[src/rtl/debounce_sync.sv]
// debounce_sync: input conditioning ahead of the edge detector.
// A raw asynchronous level is brought into the clk domain through a
// SYNC_STAGES-deep flop chain. A two-state counter FSM then forwards a new
// level to d_o only after STABLE_CYCLES consecutive synchronized samples
// agree on it. Candidate transitions that collapse before qualifying are
// tallied in a saturating glitch counter for diagnostics.
module debounce_sync #(
    parameter int   SYNC_STAGES   = 2,
    parameter int   STABLE_CYCLES = 8,
    parameter logic RESET_VAL     = 1'b0,
    parameter int   CNT_W         = $clog2(STABLE_CYCLES + 1)
) (
    input  logic       clk,
    input  logic       rst,
    input  logic       raw_i,
    input  logic       clr_i,
    output logic       d_o,
    output logic       busy_o,
    output logic [7:0] glitch_cnt_o
);

    typedef enum logic {
        STABLE = 1'b0,
        CHECK  = 1'b1
    } state_t;

    // Counter value on the cycle before the qualifying sample lands.
    localparam logic [CNT_W-1:0] CNT_LAST   = CNT_W'(STABLE_CYCLES - 1);
    localparam logic [CNT_W-1:0] CNT_ONE    = CNT_W'(1);
    localparam logic [7:0]       GLITCH_MAX = 8'hFF;

    // Saturating increment: the diagnostic count pins at 255, never wraps.
    function automatic logic [7:0] sat_inc(input logic [7:0] v);
        return (v == GLITCH_MAX) ? v : v + 8'd1;
    endfunction

    // Stage 1 may go metastable; only stage 2 ever reads it, and the FSM
    // only reads the final stage.
    logic [SYNC_STAGES-1:0] sync_p0;
    logic                   s;

    state_t           state;
    state_t           state_nxt;
    logic [CNT_W-1:0] cnt;
    logic [CNT_W-1:0] cnt_nxt;
    logic             d_nxt;
    logic             glitch_evt;

    // ---- synchronizer stage ----
    // Shift raw_i through the synchronizer chain.
    always_ff @(posedge clk or negedge rst) begin
        if (!rst) begin
            sync_p0 <= {SYNC_STAGES{RESET_VAL}};
        end else begin
            sync_p0 <= {sync_p0[SYNC_STAGES-2:0], raw_i};
        end
    end

    assign s = sync_p0[SYNC_STAGES-1];

    // ---- debounce FSM ----
    // State, stability counter and debounced output register.
    always_ff @(posedge clk or negedge rst) begin
        if (!rst) begin
            state <= STABLE;
            cnt   <= '0;
            d_o   <= RESET_VAL;
        end else begin
            state <= state_nxt;
            cnt   <= cnt_nxt;
            d_o   <= d_nxt;
        end
    end

    // Next-state logic: qualify a differing level or reject it as a glitch.
    always_comb begin
        state_nxt  = state;
        cnt_nxt    = cnt;
        d_nxt      = d_o;
        glitch_evt = 1'b0;
        case (state)
            STABLE: begin
                if (s != d_o) begin
                    state_nxt = CHECK;
                    cnt_nxt   = CNT_ONE;
                end else begin
                    cnt_nxt   = '0;
                end
            end
            CHECK: begin
                if (s == d_o) begin
                    // Level fell back before qualifying.
                    state_nxt  = STABLE;
                    cnt_nxt    = '0;
                    glitch_evt = 1'b1;
                end else if (cnt == CNT_LAST) begin
                    // This sample completes the stable run; commit it.
                    d_nxt     = s;
                    state_nxt = STABLE;
                    cnt_nxt   = '0;
                end else begin
                    cnt_nxt   = cnt + CNT_ONE;
                end
            end
            default: begin
                state_nxt = STABLE;
                cnt_nxt   = '0;
            end
        endcase
    end

    // Busy is a pure decode of the state register, so no path from raw_i.
    assign busy_o = (state == CHECK);

    // ---- diagnostics ----
    // Saturating glitch tally; a clear on the same edge takes priority.
    always_ff @(posedge clk or negedge rst) begin
        if (!rst) begin
            glitch_cnt_o <= '0;
        end else if (clr_i) begin
            glitch_cnt_o <= '0;
        end else if (glitch_evt) begin
            glitch_cnt_o <= sat_inc(glitch_cnt_o);
        end
    end

endmodule

[config.mk]
export PLATFORM = sky130hd
export DESIGN_NAME = debounce_sync
export DESIGN_NICKNAME = d
export VERILOG_FILES = /design/src/rtl/debounce_sync.sv
export SDC_FILE = /design/constraint.sdc
export NUM_CORES = 1
export LEC_CHECK = 0
export ABC_AREA = 1
export CAP_MARGIN = 10
export CELL_PAD_IN_SITES_DETAIL_PLACEMENT = 2
export CELL_PAD_IN_SITES_GLOBAL_PLACEMENT = 2
export CORE_UTILIZATION = 32
export DETAILED_ROUTE_END_ITERATION = 12
export PLACE_DENSITY = 0.76
export SLEW_MARGIN = 20
export SYNTH_ARGS = -nofsm -noshare
export SYNTH_HDL_FRONTEND = slang
export SYNTH_SLANG_ARGS = --single-unit
[constraint.sdc]
create_clock -name clk -period 2.85 [get_ports clk]
set_input_delay 0.285 -clock clk [delete_from_list [all_inputs] [get_ports clk]]
set_output_delay 0.285 -clock clk [all_outputs]
set_load 0.01 [all_outputs]
==> metrics <==
status=finished clean; setup TNS=0 ps; final hold vios=0; count of input and output buffers=13; Synth Register Bits=16; Die ar.=about 2800 um2; Synth Net Count=103; Worst Hold Class=flip-flop to flip-flop; Final period util=0.564; final antenna diode count=0; CP Class=flip-flop to primary output; Non-Filler Instances=roughly 140; Placed Cells=140; Site Rows=18; share of post-route cells with drive strength above 1=0.132; Worst Path Arrival=approximately 1300 ps; clock slew at reported path FFs=around 100 ps; First-pass DRT Iterations=3; H-tree depth=1; Antenna Nets Post-Route=0; Bufs on Longest Clock Path=2; starting density of the core=0.337; mapped cell area=835 um2; CP Max Fanout=6; Synth cell types=22; post-CTS setup buffer count=0; grt ovf=0; clk_lat worst skew=~290 ps; register area=between 400 and 500 um2; hold depth=0; Layout Skew=just over 6 ps; cell leakage power=between 0.4 and 0.5 nW; clk sink count=16; post-synth top area share=0.480; # nets final=around 120; final HPWL from detailed placement=approximately 1700 um; drt drc=0; Final setup viols=0; I/O pins=14; Post-Syn Instances=97; final core utilization=0.419; Crit path largest cell delay=580 ps; core area=2480 um2; flop-to-flop setup slack=roughly 1500 ps; Final Critical Period=~1600 ps; Max Slew Vio Count=0; CP Launch Type=flip-flop; EDFF count, synth=0; pwr dens=408 nW/um2; Commonest cells post-synth=nand2_1, dfrtp_1, inv_1, nand3_1, nor2_1; largest cells by area after synthesis=dfrtp_1, nand2_1, inv_1, o21ai_2, ha_1; pin count of the biggest net entering global routing=17; PostCTS Resize Cnt=0; via count=700; top-count cell post-synth=nand2_1; CTS tree=built; Vias/cell=4.86; sequential area share after synthesis=0.480; maximum clock frequency=around 620 MHz; WP data required=2570 ps; family with the most delay on the worst path=buffers and inverters; Slew headroom=0.529; P&R area growth vs syn=24.4%; Peak VDD IR=between 300 and 400 uV; GPL Wtd Cong=about 0.7; largest area contributor in the netlist=dfrtp_1; count of warnings emitted by yosys=0; WL per Instance=14.4 um; Die H=between 50 and 60 um; Iter 0 DRT Violations=1; number of global-route vias before repair=749; Chip Width=roughly 53 um; first-pass GRT wire length=3550 um; CTS root buf=clkbuf_4; worst r2r dst=glitch_cnt_o[1]$_DFFE_PN0P_; ys flop type=dfrtp_1; Worst Setup End Kind=primary output; HP Start=sync_p0[0]$_DFF_PN0_; CP max stage cell=clkdlybuf4s50_1; routed wire length=between 2000 and 2500 um; crit-path cells=clkdlybuf4s50_1; reg2reg start=glitch_cnt_o[0]$_DFFE_PN0P_; footprint of the multi-input gates=~400 um2; hold_buf cts=0; Filler cells=around 300; worst hold path endpoint=sync_p0[1]$_DFF_PN0_; RSZ-0062 raised after global routing=no; worst hold slack=about 360 ps; Critical path buffers and inverters=1; initial antenna violation count=0; average size of a mapped cell=~8.6 um2; worst-margin pin slew=roughly 700 ps; CTS Buf Count=3; FFs w/ async S/R, synth=1.00; All-Layer GR Usage=0.181; r2r worst-path depth=8; Max-Cap Viols=0
## registers in the layout (all words and copies together) (netlist names)
signal        cells
sync_p0           2
d_o               1
glitch_cnt_o      8
cnt               4
busy_o            1
## cell families (layout without fill, tap and decap cells)
logic type                 count (synthesis)  in the layout  synth area share
buffers and inverters                     11             28            0.0495
adders and majority gates                  2              2            0.0300
and+or+nand+nor                           53             53             0.316
xor gates and xnor gates                   4              4            0.0420
DFF                                       16             16             0.480
AOI/OAI and AO/OA                         11             11            0.0825
## per-layer routing
metal,share of wire,global-route usage,up-vias
met4,0.0063,0.0395,0
met1,0.47,0.215,346
met2,0.50,0.319,10
met3,0.031,0.0517,2
li1,-,-,342
met5,0,0,-
## stage by stage
stage	power, mW	setup WS [ps]	area, um2
2_1_floorplan	0.258	1580	835
4_1_cts	0.433	1210	1040
5_1_grt	0.448	1170	1040
3_5_place_dp	0.279	1430	1000
6_report	0.424	1240	1040
3_3_place_gp	0.278	1440	1000
## area by class of cell
| class | count | share of cell area |
|---|---|---|
| Timing Repair Buffer | 13 | 0.125 |
| Sequential cell | 16 | 0.386 |
| Tap cell | 30 | 0.0361 |
| Inverter | 11 | 0.0398 |
| Multi-Input combinational cell | 70 | 0.378 |
| Clock buffer | 4 | 0.0349 |
## worst max-delay path by stage
stage | depth (start not counted) | endpoint | from
floorplan | 6 | glitch_cnt_o[0]$_DFFE_PN0P_ | glitch_cnt_o[0]$_DFFE_PN0P_
global placement | 6 | glitch_cnt_o[2]$_DFFE_PN0P_ | clr_i
detailed placement | 6 | glitch_cnt_o[4]$_DFFE_PN0P_ | clr_i
CTS | 1 | busy_o | busy_o$_DFF_PN0_
global route | 1 | glitch_cnt_o[5] | glitch_cnt_o[5]$_DFFE_PN0P_
finish | 1 | glitch_cnt_o[5] | glitch_cnt_o[5]$_DFFE_PN0P_
## power by group
group,switching [mW],leakage [nW],internal (mW)
Combinational,0.0212,0.237,0.0138
Sequential,0.00564,0.214,0.233
Clock,0.0728,0.0210,0.0779
Total,0.0996,0.471,0.324
## placed cells by master (no fill, tap or decap)
cell type / synthesis / routed
a21oi_1: 3 / 3
clkbuf_4: 0 / 3
clkbuf_8: 0 / 1
clkdlybuf4s50_1: 0 / 13
dfrtp_1: 16 / 16
ha_1: 2 / 2
inv_1: 11 / 11
nand2_1: 32 / 32
nand2_2: 2 / 2
nand2_4: 1 / 1
nand3_1: 5 / 5
nand3_2: 1 / 1
nand3_4: 1 / 1
nand3b_1: 1 / 1
nor2_1: 5 / 5
nor2_2: 1 / 1
nor2_4: 2 / 2
nor3_1: 1 / 1
nor3b_1: 1 / 1
o21ai_0: 2 / 2
o21ai_1: 2 / 2
o21ai_2: 3 / 3
o21bai_1: 1 / 1
xnor2_1: 2 / 2
xor2_1: 2 / 2
Power figures use the tool's default switching activity.
